==> src/rtl/keypad_pkg.sv <==
// Shared types and key legend for the keypad matrix scanner.
// Legend codes are row*COLS+col for the standard 4x4 pad layout.
package keypad_pkg;

   typedef enum logic [1:0] {
      SCAN     = 2'd0,
      DEBOUNCE = 2'd1,
      HELD     = 2'd2,
      REL_DB   = 2'd3
   } kp_state_t;

   localparam int KEY_NULL = 0;

   // Row 0: 1 2 3 A / Row 1: 4 5 6 B / Row 2: 7 8 9 C / Row 3: * 0 # D
   localparam int T_1    = 0;
   localparam int T_2    = 1;
   localparam int T_3    = 2;
   localparam int T_A    = 3;
   localparam int T_4    = 4;
   localparam int T_5    = 5;
   localparam int T_6    = 6;
   localparam int T_B    = 7;
   localparam int T_7    = 8;
   localparam int T_8    = 9;
   localparam int T_9    = 10;
   localparam int T_C    = 11;
   localparam int T_ASTE = 12;
   localparam int T_0    = 13;
   localparam int T_HASH = 14;
   localparam int T_D    = 15;

endpackage

==> src/rtl/keypad_row_sync.sv <==
// Two-flop synchroniser for the asynchronous row lines; idles high like
// an unpressed matrix.
module keypad_row_sync #(
   parameter int ROWS = 4
) (
   input  logic            clk,
   input  logic            rst_n,
   input  logic [ROWS-1:0] rows,
   output logic [ROWS-1:0] rows_sync
);

   logic [ROWS-1:0] meta;

   always_ff @(posedge clk or negedge rst_n) begin
      if (!rst_n) begin
         meta      <= '1;
         rows_sync <= '1;
      end else begin
         meta      <= rows;
         rows_sync <= meta;
      end
   end

endmodule

==> src/rtl/keypad_matrix_scanner.sv <==
// Scans an active-low ROWS x COLS key matrix, debounces press/release and
// posts events through a one-deep valid/ready register.
// Optional auto-repeat is built when KEYPAD_TYPEMATIC_EN is defined.
module keypad_matrix_scanner
   import keypad_pkg::*;
#(
   parameter int ROWS            = 4,
   parameter int COLS            = 4,
   parameter int SETTLE_CYCLES   = 16,
   parameter int DEBOUNCE_CYCLES = 500000,
   parameter int REPEAT_DELAY    = 25000000,
   parameter int REPEAT_PERIOD   = 5000000,
   localparam int CODE_W         = $clog2(ROWS*COLS)
) (
   input  logic              clk,
   input  logic              rst_n,
   input  logic [ROWS-1:0]   rows,
   output logic [COLS-1:0]   cols,
   output logic              key_down,
   output logic [CODE_W-1:0] key_code,
   output logic              evt_valid,
   input  logic              evt_ready,
   output logic [CODE_W-1:0] evt_code,
   output logic              evt_press,
   output logic              evt_repeat,
   output logic              evt_dropped
);

   localparam int COL_W = $clog2(COLS);
   localparam int ROW_W = $clog2(ROWS);
   localparam int ST_W  = $clog2(SETTLE_CYCLES);
   localparam int DB_W  = $clog2(DEBOUNCE_CYCLES + 1);

   if (ROWS < 2 || ROWS > 8 || COLS < 2 || COLS > 8 || SETTLE_CYCLES < 3 ||
       DEBOUNCE_CYCLES < 1 || REPEAT_DELAY < 1 || REPEAT_PERIOD < 1) begin : g_bad_params
      $error("keypad_matrix_scanner: parameter out of range");
   end

   logic [ROWS-1:0]   rows_sync;
   kp_state_t         state, state_nx;
   logic [COL_W-1:0]  col, col_nx, col_next;
   logic [ST_W-1:0]   settle_cnt, settle_nx;
   logic [DB_W-1:0]   db_cnt, db_nx;
   logic [ROW_W-1:0]  row_idx, row_nx, low_row;
   logic              any_low, row_low;
   logic              key_down_nx;
   logic [CODE_W-1:0] key_code_nx, cur_code;
   logic              post, post_press;
   logic [CODE_W-1:0] post_code;
   logic              accept;

   keypad_row_sync #(.ROWS(ROWS)) u_sync (
      .clk       (clk),
      .rst_n     (rst_n),
      .rows      (rows),
      .rows_sync (rows_sync)
   );

   assign cols     = ~(COLS'(1) << col);
   assign col_next = (col == COL_W'(COLS-1)) ? '0 : col + 1'b1;
   assign row_low  = ~rows_sync[row_idx];
   assign cur_code = CODE_W'(row_idx) * CODE_W'(COLS) + CODE_W'(col);
   assign accept   = evt_valid & evt_ready;

   // Descending scan so the lowest-index low row is the one that sticks.
   always_comb begin
      low_row = '0;
      any_low = 1'b0;
      for (int i = ROWS-1; i >= 0; i--) begin
         if (!rows_sync[i]) begin
            low_row = ROW_W'(i);
            any_low = 1'b1;
         end
      end
   end

`ifdef KEYPAD_TYPEMATIC_EN
   localparam int REP_MAX = (REPEAT_DELAY > REPEAT_PERIOD) ? REPEAT_DELAY : REPEAT_PERIOD;
   localparam int REP_W   = $clog2(REP_MAX + 1);

   logic [REP_W-1:0] rep_cnt, rep_cnt_nx;
   logic             rep_started, rep_started_nx;
   logic             post_repeat;
`endif

   always_comb begin
      state_nx    = state;
      col_nx      = col;
      settle_nx   = settle_cnt;
      db_nx       = db_cnt;
      row_nx      = row_idx;
      key_down_nx = key_down;
      key_code_nx = key_code;
      post        = 1'b0;
      post_press  = 1'b0;
      post_code   = cur_code;
`ifdef KEYPAD_TYPEMATIC_EN
      post_repeat    = 1'b0;
      rep_cnt_nx     = rep_cnt;
      rep_started_nx = rep_started;
`endif
      unique case (state)
         SCAN: begin
            if (settle_cnt == ST_W'(SETTLE_CYCLES-1)) begin
               settle_nx = '0;
               if (any_low) begin
                  row_nx   = low_row;
                  db_nx    = '0;
                  state_nx = DEBOUNCE;
               end else begin
                  col_nx = col_next;
               end
            end else begin
               settle_nx = settle_cnt + 1'b1;
            end
         end
         DEBOUNCE: begin
            if (!row_low) begin
               state_nx  = SCAN;
               db_nx     = '0;
               settle_nx = '0;
               col_nx    = col_next;
            end else if (db_cnt == DB_W'(DEBOUNCE_CYCLES-1)) begin
               post        = 1'b1;
               post_press  = 1'b1;
               key_down_nx = 1'b1;
               key_code_nx = cur_code;
               db_nx       = '0;
               state_nx    = HELD;
`ifdef KEYPAD_TYPEMATIC_EN
               rep_cnt_nx     = '0;
               rep_started_nx = 1'b0;
`endif
            end else begin
               db_nx = db_cnt + 1'b1;
            end
         end
         HELD: begin
            if (!row_low) begin
               db_nx    = '0;
               state_nx = REL_DB;
            end
`ifdef KEYPAD_TYPEMATIC_EN
            // First repeat waits REPEAT_DELAY, later ones REPEAT_PERIOD.
            else if ((!rep_started && rep_cnt == REP_W'(REPEAT_DELAY-1)) ||
                     ( rep_started && rep_cnt == REP_W'(REPEAT_PERIOD-1))) begin
               post           = 1'b1;
               post_press     = 1'b1;
               post_repeat    = 1'b1;
               post_code      = key_code;
               rep_cnt_nx     = '0;
               rep_started_nx = 1'b1;
            end else begin
               rep_cnt_nx = rep_cnt + 1'b1;
            end
`endif
         end
         REL_DB: begin
            if (row_low) begin
               state_nx = HELD;
            end else if (db_cnt == DB_W'(DEBOUNCE_CYCLES-1)) begin
               post        = 1'b1;
               post_press  = 1'b0;
               key_down_nx = 1'b0;
               db_nx       = '0;
               settle_nx   = '0;
               col_nx      = col_next;
               state_nx    = SCAN;
`ifdef KEYPAD_TYPEMATIC_EN
               rep_cnt_nx     = '0;
               rep_started_nx = 1'b0;
`endif
            end else begin
               db_nx = db_cnt + 1'b1;
            end
         end
         default: state_nx = SCAN;
      endcase
   end

   always_ff @(posedge clk or negedge rst_n) begin
      if (!rst_n) begin
         state      <= SCAN;
         col        <= '0;
         settle_cnt <= '0;
         db_cnt     <= '0;
         row_idx    <= '0;
         key_down   <= 1'b0;
         key_code   <= CODE_W'(KEY_NULL);
      end else begin
         state      <= state_nx;
         col        <= col_nx;
         settle_cnt <= settle_nx;
         db_cnt     <= db_nx;
         row_idx    <= row_nx;
         key_down   <= key_down_nx;
         key_code   <= key_code_nx;
      end
   end

   // A full register that is not being drained keeps its event; the newcomer is lost.
   always_ff @(posedge clk or negedge rst_n) begin
      if (!rst_n) begin
         evt_valid   <= 1'b0;
         evt_code    <= CODE_W'(KEY_NULL);
         evt_press   <= 1'b0;
         evt_dropped <= 1'b0;
      end else begin
         evt_dropped <= 1'b0;
         if (post && (!evt_valid || accept)) begin
            evt_valid <= 1'b1;
            evt_code  <= post_code;
            evt_press <= post_press;
         end else begin
            if (post) begin
               evt_dropped <= 1'b1;
            end
            if (accept) begin
               evt_valid <= 1'b0;
            end
         end
      end
   end

`ifdef KEYPAD_TYPEMATIC_EN
   always_ff @(posedge clk or negedge rst_n) begin
      if (!rst_n) begin
         rep_cnt     <= '0;
         rep_started <= 1'b0;
         evt_repeat  <= 1'b0;
      end else begin
         rep_cnt     <= rep_cnt_nx;
         rep_started <= rep_started_nx;
         if (post && (!evt_valid || accept)) begin
            evt_repeat <= post_repeat;
         end
      end
   end
`else
   assign evt_repeat = 1'b0;
`endif

endmodule

==> config.mk <==
export PLATFORM = sky130hd
export DESIGN_NAME = keypad_matrix_scanner
export DESIGN_NICKNAME = d
export VERILOG_FILES = /design/src/rtl/keypad_pkg.sv /design/src/rtl/keypad_row_sync.sv /design/src/rtl/keypad_matrix_scanner.sv
export SDC_FILE = /design/constraint.sdc
export NUM_CORES = 1
export LEC_CHECK = 0
export BUFFER_PORTS_ARGS = -buffer_cell sky130_fd_sc_hd__buf_2
export CORE_ASPECT_RATIO = 1.1
export CORE_MARGIN = 5
export CORE_UTILIZATION = 51
export CTS_BUF_LIST = sky130_fd_sc_hd__clkbuf_16
export CTS_CLUSTER_SIZE = 25
export DETAILED_ROUTE_END_ITERATION = 7
export GPL_TIMING_DRIVEN = 0
export PLACE_DENSITY = 0.7
export SETUP_SLACK_MARGIN = 0.1
export SLEW_MARGIN = 20
export SYNTH_ARGS = -nofsm -noshare
export SYNTH_HDL_FRONTEND = slang
export SYNTH_SLANG_ARGS = --single-unit
==> constraint.sdc <==
create_clock -name clk -period 3.4 [get_ports clk]
set_input_delay 0 -clock clk [delete_from_list [all_inputs] [get_ports clk]]
set_output_delay 0 -clock clk [all_outputs]
set_load 0.005 [all_outputs]
==> results of run 1 <==
flip-flops by register name (all words and copies together), names as in the netlist, 2 cells and up, named ones only:
signal / flops
db_cnt: 19
evt_code: 4
key_code: 4
settle_cnt: 4
u_sync.meta: 4
u_sync.rows_sync: 4
col: 2
row_idx: 2
area by class of cell:
type	instances	share of cell area, %
sequential	49	42.8
clock buffer	5	4.33
buffer	11	1.65
timing repair buffer	27	5.63
clock inverter	3	0.477
tap	56	2.43
multi-input combinational	177	40.1
inverter	20	2.60
per-stage QoR:
stage / area (um2) / power (mW)
6_report: 2890 / 1.83
5_1_grt: 2890 / 1.97
4_1_cts: 2890 / 1.84
3_5_place_dp: 2700 / 1.36
3_3_place_gp: 2700 / 1.34
2_1_floorplan: 2520 / 1.18
placed cells by master, fill, tap and decap left out, types with 2 or more instances in the layout:
| cell | netlist | layout |
|---|---|---|
| a21o_1 | 4 | 4 |
| a21oi_1 | 16 | 16 |
| a22o_1 | 10 | 10 |
| a2bb2oi_1 | 2 | 2 |
| a31oi_1 | 3 | 3 |
| and2_1 | 3 | 3 |
| and3_1 | 4 | 4 |
| and4_1 | 4 | 4 |
| buf_2 | 1 | 22 |
| buf_4 | 1 | 2 |
| clkbuf_1 | 8 | 8 |
| clkbuf_16 | 0 | 5 |
| clkinv_2 | 0 | 2 |
| dfrtp_1 | 41 | 41 |
| dfstp_2 | 8 | 8 |
| dlygate4sd3_1 | 0 | 5 |
| ha_1 | 6 | 6 |
| inv_1 | 20 | 21 |
| mux2_2 | 10 | 10 |
| mux2i_1 | 3 | 3 |
| nand2_1 | 16 | 16 |
| nand2b_1 | 4 | 4 |
| nand3_1 | 11 | 11 |
| nand4_1 | 5 | 5 |
| nor2_1 | 16 | 16 |
| nor2_2 | 2 | 2 |
| nor2b_1 | 3 | 3 |
| nor3_1 | 9 | 9 |
| nor3_2 | 2 | 2 |
| nor4_1 | 2 | 2 |
| nor4b_1 | 2 | 2 |
| o21ai_0 | 19 | 19 |
| o22ai_1 | 4 | 4 |
| o2bb2ai_1 | 3 | 3 |
| or2_2 | 2 | 2 |
| or4_1 | 2 | 2 |
kinds of logic after synthesis:
group                      after synthesis
AOI/OAI and AO/OA                       64
and+or+nand+nor                         91
muxes                                   14
adders and majority gates                6
xor gates and xnor gates                 1
buffers and inverters                   31
other                                    1
DFF                                     49
where the power goes:
part,internal [mW],leakage (nW),switching [mW]
clock network,0.267,0.0748,0.202
logic,0.234,0.601,0.401
registers,0.655,0.636,0.0699
total,1.16,1.31,0.673
final timing paths:
| kind | end | slack, ps | cells past startpoint | from |
|---|---|---|---|---|
| worst min register to register | u_sync.rows_sync[2]$_DFF_PN1_ | 360 | 0 | u_sync.meta[2]$_DFF_PN1_ |
| worst max-delay path | db_cnt[6]$_DFFE_PN0P_ | 710 | 7 | db_cnt[0]$_DFFE_PN0P_ |
| worst min-delay path | evt_dropped$_DFF_PN0_ | 10 | 3 | evt_ready |
| max in group asynchronous | db_cnt[9]$_DFFE_PN0P_ | 2710 | 2 | rst_n |
| min in group asynchronous | row_idx[1]$_DFFE_PN0P_ | 290 | 2 | rst_n |
| worst max register to register | db_cnt[6]$_DFFE_PN0P_ | 710 | 7 | db_cnt[0]$_DFFE_PN0P_ |
worst max-delay path, delay by kind of cell, from the launching register on:
family	cells	cell delay (ps)
adder cells (fa/ha/maj)	1	240
buffers and inverters	1	160
AND/OR/NAND/NOR	3	790
flip-flops	1	410
AO/OA/AOI/OAI	2	1000
layer usage:
metal / global-route usage (%) / routed length (um)
met1: 23.8 / 2390
met4: 5.94 / 87
met2: 27.0 / 2480
met5: 0 / 0
met3: 4.00 / 281
==> flow_summary.toml, run 1 <==
[global_route]
grt_first_pass_wirelength_um = 9140
grt_pass1_vias = 1954
grt_overflow = 0
grt_max_degree = 50
antenna_found_initial = 0
track_usage_pct = 17.4

[timing]
setup-violations-final = 0
period_needed_ps = 2690
fin_tns_setup_ps = 0
period_share_pct = 79.0
setup_ws_ps = 713
rsz0062_at_grt = "no"
slew-limit-headroom_pct = 39.9
worst_pin_slew_ps = 902
clock.fmax_mhz = 372
drv_slew = 0
finalHoldViolCount = 0
clock_skew_ps = 4.61
fin_hold_ws_ps = 12.0

[critical_path]
cp_slowest_cell = "a21oi_1"
path_max_fanout = 10
end_kind = "flip-flop"
max_stage_delay_ps = 730
start_kind = "flip-flop"
crit_chain = "ha_1, and4_1, clkbuf_2, and4_1, a21oi_1, nand2_1, o22ai_1"
worstPathRequired_ps = 3600
cp.arrival_ps = 2890
critical_path.most_common_cell = "and4_1"
criticalPathCategory = "reg2reg"

[clocking]
ctsResizeCount = 0
cts_tree = "done"
cts.hold.buffers_added = 5
clockRootBuffer = "clkbuf_16"
postCtsSetupBuffers = 0
clock_latency_ps = 290
clkSlewWorstSetupHoldPaths_ps = 60
h-tree-depth = 2
clkSinkCount = 49
clock_path_buffers = 2
cts_made_buffers = 5

[place]
dp_hpwl_um = 3600
pre_cts_ws_ps = 821
place_inst = 335
gp_congestion = 0.837
io_buffers = 22

[floorplanning]
die_h_um = 83.7
ios = 24
core.rowCount = 26
fp.coreArea_um2 = 4720
fp.dieArea_um2 = 6440
die_w_um = 77.0
initial_utilization_pct = 53.3

[detailed_routing]
drc_errors = 0
detail_route.wl_per_cell_um = 15.0
routed_wl_um = 5230
postRouteAntennaNets = 0
avgViaCountPerCell = 5.90
first_pass_iters = 4
dr_total_vias = 2054
drt-initial-drc-count = 131

[synthesis]
muxShareOfSynthArea_pct = 6.56
synth_ff_type = "dfrtp_1"
ys_top_cells_by_area = "dfrtp_1, dfstp_2, mux2_2"
yosys.area.top_type = "dfrtp_1"
syn-num-nets = 270
synth.distinct_cells = 44
syn_avg_cell_area_um2 = 9.79
yosysSeqAreaShare_pct = 49.1
synth_fa_ha_area_share_pct = 2.98
async_flop_share_pct = 100
synthCells = 257
synth_top_area_share_pct = 40.8
ys_ff_latch = 49
syn-cell-area_um2 = 2520
synth-simple-area-share_pct = 19.8
synth_edf_count = 0
synth_compound_area_share_pct = 16.1
synth_warnings = 0
synthTopCellsByCount = "dfrtp_1, inv_1, o21ai_0"
yosysMostFrequentCell = "dfrtp_1"
synth_top_family_by_area = "simple AND/OR/NAND/NOR gates"
synth_xor_area_share_pct = 0.348

[outcome]
status = "finished clean"

[cells_and_area]
regArea_um2 = 1240
diodes = 0
drive_gt1_share_pct = 19.9
fillers = 395
fin_cells = 348
finalNetCount = 304
multi_input_area_um2 = 1160
utilization_pct = 61.2
area_delta_synth_final_pct = 14.8

[power]
peakVddDrop_v = 0.000360
pwr_density_cell_nw_per_um2 = 633
p_leak_nw = 1.31

[min_path]
hold_class = "in2reg"

[job]
maxCapViolations = 0
Note: power is estimated with default switching activity, not from simulation.
==> inputs of run 2 (changes only) <==
--- a/config.mk
+++ b/config.mk
@@ -13,7 +13,7 @@
 export CTS_CLUSTER_SIZE = 25
 export DETAILED_ROUTE_END_ITERATION = 7
 export GPL_TIMING_DRIVEN = 0
-export PLACE_DENSITY = 0.7
+export PLACE_DENSITY = 0.73
 export SETUP_SLACK_MARGIN = 0.1
 export SLEW_MARGIN = 20
 export SYNTH_ARGS = -nofsm -noshare
==> constraint.sdc (replaced) <==
create_clock -name clk -period 2.3 [get_ports clk]
set_input_delay 0 -clock clk [delete_from_list [all_inputs] [get_ports clk]]
set_output_delay 0 -clock clk [all_outputs]
set_load 0.005 [all_outputs]
==> run 2 against run 1 <==
Clock skew shrank 1.2 ps. Sequential power grew 52%. Final cell count grew 2.9%. Utilization grew 3.5 points. Highest routed layer unchanged. Final area grew 5.8%. Count of clock-buffer cells in the layout is the same. First-iteration DRC count grew 17%. Critical path type unchanged. Via count shrank 1.3%.
==> flow_summary.toml, run 2 (same netlist as run 1, synthesis figures left out) <==
[clocking]
h-tree-depth = 2
clkSinkCount = 49
cts_tree = "done"
clock_path_buffers = 2
cts_made_buffers = 5
clock_latency_ps = 290
clkSlewWorstSetupHoldPaths_ps = 60
clockRootBuffer = "clkbuf_16"

[floorplanning]
die_w_um = 77.0
fp.coreArea_um2 = 4720
ios = 24
die_h_um = 83.7
fp.dieArea_um2 = 6440
core.rowCount = 26
initial_utilization_pct = 53.3

[critical_path]
start_kind = "flip-flop"
r2r_end = "db_cnt[16]$_DFFE_PN0P_"
cp_slowest_cell = "dfrtp_1"
cp_top_family = "simple AND/OR/NAND/NOR gates"
path_max_fanout = 10
crit_chain = "ha_4, and4_1, clkbuf_4, and4_4, a21o_1, clkbuf_8, o21ai_0, mux2_2"
r2r_start = "db_cnt[1]$_DFFE_PN0P_"
end_kind = "flip-flop"
path_depth = 8
crit_buf_inv = 2
rr_worst_depth = 8
cp.arrival_ps = 2300
r2r_slack_ps = 180
crit_start = "db_cnt[1]$_DFFE_PN0P_"
max_stage_delay_ps = 410
criticalPathCategory = "reg2reg"
critPathCapture = "db_cnt[16]$_DFFE_PN0P_"
worstPathRequired_ps = 2480

[timing]
period_needed_ps = 2120
period_share_pct = 92.3
slew-limit-headroom_pct = 60.3
rsz0062_at_grt = "yes"
worst_pin_slew_ps = 596
clock.fmax_mhz = 471
drv_slew = 0
setup-violations-final = 0
setup_ws_ps = 177
clock_skew_ps = 3.41
finalHoldViolCount = 0

[place]
io_buffers = 22
dp_hpwl_um = 3600
place_inst = 335
pre_cts_ws_ps = -203
gp_congestion = 0.849

[cells_and_area]
utilization_pct = 64.7
top_register = "db_cnt"
layout_commonest_cell = "dfrtp_1"
area_delta_synth_final_pct = 21.4
mostFrequentLayoutCells = "dfrtp_1, buf_2, inv_1"
fin_cells = 358
largest_reg_flops = 19
drive_gt1_share_pct = 26.8
finalNetCount = 314
diodes = 0

[global_route]
grt_overflow = 0
grt_max_degree = 50
grt_pass1_vias = 1951
antenna_found_initial = 0
track_usage_pct = 17.1
grt_first_pass_wirelength_um = 9140

[detailed_routing]
detail_route.wl_per_cell_um = 14.9
drt-initial-drc-count = 153
dr_total_vias = 2028
avgViaCountPerCell = 5.66
first_pass_iters = 5
postRouteAntennaNets = 0
routed_wl_um = 5320
drc_errors = 0

[power]
peakVddDrop_v = 0.000554
pwr_density_cell_nw_per_um2 = 929
p_leak_nw = 1.39

[min_path]
hold_start = "evt_ready"
hold_class = "in2reg"

[job]
maxCapViolations = 0

[outcome]
status = "finished clean"
[run 2: area by class of cell]
class                   count  area, um2
clock inverters             3       21.3
well taps                  56       70.1
clock buffers               5        125
plain buffers              10       63.8
fillers                   384       1660
repair buffers             38        245
multi-input cells         177       1220
flip-flops and latches     49       1240
inverters                  20       75.1
[run 2: how the worst min path moves through the flow]
stage | end | slack (ps) | cells after the start
global placement | u_sync.meta[3]$_DFF_PN1_ | 100 | 1
floorplan | async pin | -300 | 0
global route | evt_dropped$_DFF_PN0_ | 50 | 3
detailed placement | u_sync.meta[2]$_DFF_PN1_ | 110 | 1
finish | evt_dropped$_DFF_PN0_ | 20 | 3
CTS | evt_dropped$_DFF_PN0_ | 30 | 3
[run 2: worst min-delay path: stages]
cell      delay [ps]
buf_2             80
nand2b_1         110
nor4_1            60
[run 2: power breakdown]
part           switching (mW)  total, mW  internal [mW]
combinational           0.596       1.01          0.416
clock                   0.318      0.723          0.405
sequential              0.134       1.10          0.968
[run 2: through the flow]
stage,instance area [um2],TNS [ps],hold slack [ps],power (mW)
6_report,3050,0,17.6,2.84
5_1_grt,3050,0,47.3,3.05
4_1_cts,2980,0,25.5,2.82
3_5_place_dp,2700,-2640,106,2.01
3_3_place_gp,2700,-2190,104,1.99
2_1_floorplan,2520,0,-296,1.74
[run 2: per-layer routing]
| metal | share of wire, % | track usage, % | wire length, um |
|---|---|---|---|
| met3 | 4.8 | 4.32 | 257 |
| met4 | 1.8 | 5.47 | 98 |
| met5 | 0 | 0 | 0 |
| met1 | 45 | 22.8 | 2380 |
| met2 | 49 | 27.3 | 2590 |
[run 2: what timing repair did]
item	in CTS	in global routing
setup endpoints to repair	26	28
cloned	0	0
pin swaps	1	2
resized for setup	13	12
hold buffers	5	0
endpoints found under the hold margin	45	0
buffers inserted	4	7
==> inputs of run 3 (changes only) <==
--- a/config.mk
+++ b/config.mk
@@ -5,6 +5,7 @@
 export SDC_FILE = /design/constraint.sdc
 export NUM_CORES = 1
 export LEC_CHECK = 0
+export ABC_AREA = 1
 export BUFFER_PORTS_ARGS = -buffer_cell sky130_fd_sc_hd__buf_2
 export CORE_ASPECT_RATIO = 1.1
 export CORE_MARGIN = 5
==> run 3 against run 2 <==
Clock skew is 4.0 ps higher. Synthesized cell count up 46%. Setup slack better by 170 ps. Maximum frequency grew 8.7%. Final cell count up 35%. Register-to-register slack better by 170 ps. Global-route usage rose by 2.1 points. Clock power up 13%. Critical endpoint is now db_cnt[8]$_DFFE_PN0P_. Largest power group unchanged.
==> flow_summary.toml, run 3 <==
[outcome]
status = "finished clean"

[cells_and_area]
area_delta_synth_final_pct = 14.9
stdcell_area_um2 = 3230
multi_input_area_um2 = 1320
drive_gt1_share_pct = 17.4
top_register = "db_cnt"
largest_reg_flops = 19
regArea_um2 = 1240
mostFrequentLayoutCells = "nand2_1, inv_1, dfrtp_1"
diodes = 0
layout_commonest_cell = "nand2_1"
fillers = 487
finalNetCount = 421

[clocking]
clkSlewWorstSetupHoldPaths_ps = 70
cts_tree = "done"
clock_latency_ps = 290
clkSinkCount = 49
cts_made_buffers = 5
clock_path_buffers = 2
ctsResizeCount = 0
h-tree-depth = 2
clockRootBuffer = "clkbuf_16"
cts.hold.buffers_added = 5
postCtsSetupBuffers = 0

[detailed_routing]
dr_total_vias = 2413
avgViaCountPerCell = 4.99
drc_errors = 0
routed_wl_um = 6100
detail_route.wl_per_cell_um = 12.6
first_pass_iters = 4
drt-initial-drc-count = 155
postRouteAntennaNets = 0

[critical_path]
r2r_slack_ps = 350
path_max_fanout = 8
end_kind = "flip-flop"
r2r_end = "db_cnt[8]$_DFFE_PN0P_"
critPathCapture = "db_cnt[8]$_DFFE_PN0P_"
rr_worst_depth = 8
criticalPathCategory = "reg2reg"
r2r_start = "db_cnt[0]$_DFFE_PN0P_"
cp.arrival_ps = 2140
crit_start = "db_cnt[0]$_DFFE_PN0P_"
start_kind = "flip-flop"
worstPathRequired_ps = 2480

[global_route]
grt_first_pass_wirelength_um = 10600
antenna_found_initial = 0
grt_overflow = 0
grt_max_degree = 50
grt_pass1_vias = 2398
track_usage_pct = 19.2

[synthesis]
syn_avg_cell_area_um2 = 7.52
syn-cell-area_um2 = 2810
yosys.area.top_type = "dfrtp_1"
syn-num-nets = 387
synth_warnings = 0
synth_edf_count = 0
yosysMostFrequentCell = "nand2_1"
synth_ff_type = "dfrtp_1"
synth.distinct_cells = 31
yosysSeqAreaShare_pct = 44.0
synth_top_area_share_pct = 36.5
ys_top_cells_by_area = "dfrtp_1, nand2_1, dfstp_2"
synthCells = 374
async_flop_share_pct = 100
ys_ff_latch = 49
synthTopCellsByCount = "nand2_1, inv_1, dfrtp_1"

[floorplanning]
die_w_um = 80.8
core.rowCount = 28
die_h_um = 87.9
fp.dieArea_um2 = 7100
fp.coreArea_um2 = 5360
initial_utilization_pct = 52.5
ios = 24

[timing]
period_share_pct = 84.9
clock_skew_ps = 7.42
setup-violations-final = 0
slew-limit-headroom_pct = 58.9
worst_pin_slew_ps = 617
rsz0062_at_grt = "no"
period_needed_ps = 1950
drv_slew = 0
clock.fmax_mhz = 512
finalHoldViolCount = 0
fin_tns_setup_ps = 0

[power]
peakVddDrop_v = 0.000334
pwr_density_cell_nw_per_um2 = 868
p_sw_mw = 1.04
pwr-share-seq_pct = 38.1
p_int_mw = 1.76
p_leak_nw = 1.63
p_comb_share_pct = 32.8
p_clk_share_pct = 29.1
switching_share_pct = 37.1

[place]
gp_congestion = 0.941
io_buffers = 22
dp_hpwl_um = 4500
place_area_um2 = 3020

[min_path]
hold_class = "in2reg"
hold_start = "evt_ready"

[job]
maxCapViolations = 0
[run 3: worst min-delay path by stage]
stage          depth (start not counted)                       end  slack [ps]
2_1_floorplan                          0                 async pin        -300
3_3_place_gp                           1  u_sync.meta[1]$_DFF_PN1_         110
3_5_place_dp                           1  u_sync.meta[0]$_DFF_PN1_         110
4_1_cts                                4     evt_dropped$_DFF_PN0_         170
5_1_grt                                4     evt_dropped$_DFF_PN0_         240
6_report                               4     evt_dropped$_DFF_PN0_         170
[run 3: stage by stage]
step / util (%) / instances / setup slack [ps] / hold WS (ps) / power (mW)
final: 60.3 / 484 / 347 / 171 / 2.80
after global routing: 60.3 / 484 / 199 / 238 / 2.99
after CTS: 60.2 / 484 / 337 / 169 / 2.82
after detailed placement: 56.3 / 471 / 345 / 106 / 2.00
after global placement: 56.3 / 471 / 374 / 105 / 1.97
after floorplan: - / 374 / 737 / -296 / 1.73
[run 3: cell type report]
| class | count | area share, % |
|---|---|---|
| multi-input cells | 263 | 40.9 |
| clock buffers | 5 | 3.87 |
| clock inverters | 3 | 1.16 |
| repair buffers | 27 | 5.03 |
| flip-flops and latches | 49 | 38.3 |
| inverters | 58 | 6.78 |
| well taps | 75 | 2.90 |
| plain buffers | 4 | 1.05 |
[run 3: cell families after synthesis]
family | after synthesis | synth area share, %
adders and majority gates | 6 | 2.67
AOI/OAI and AO/OA | 28 | 5.65
buffers and inverters | 62 | 8.99
xor gates and xnor gates | 2 | 0.623
and+or+nand+nor | 226 | 38.0
DFF | 49 | 44.0
other | 1 | 0.133
[run 3: critical path: stages, from the launching register on]
cell	delay [ps]
dfrtp_1	500
ha_1	320
nand2_2	120
nor2_4	200
nand3_2	220
nand2_1	200
nand2_1	150
nand2_1	100
nor2_1	40
[run 3: power by group through the flow]
stage / Sequential (mW) / Clock, mW / Combinational, mW
CTS: 1.07 / 0.827 / 0.925
global placement: 1.08 / 0 / 0.886
finish: 1.07 / 0.816 / 0.919
global route: 1.08 / 0.865 / 1.04
detailed placement: 1.09 / 0 / 0.910
floorplan: 1.06 / 0 / 0.674
[run 3: layer usage]
layer	wire length [um]	part of all wire (%)	track usage (%)
met3	338	5.5	3.40
met1	2660	44	23.6
met2	3010	49	34.3
met5	0	0	0
met4	87	1.4	5.99
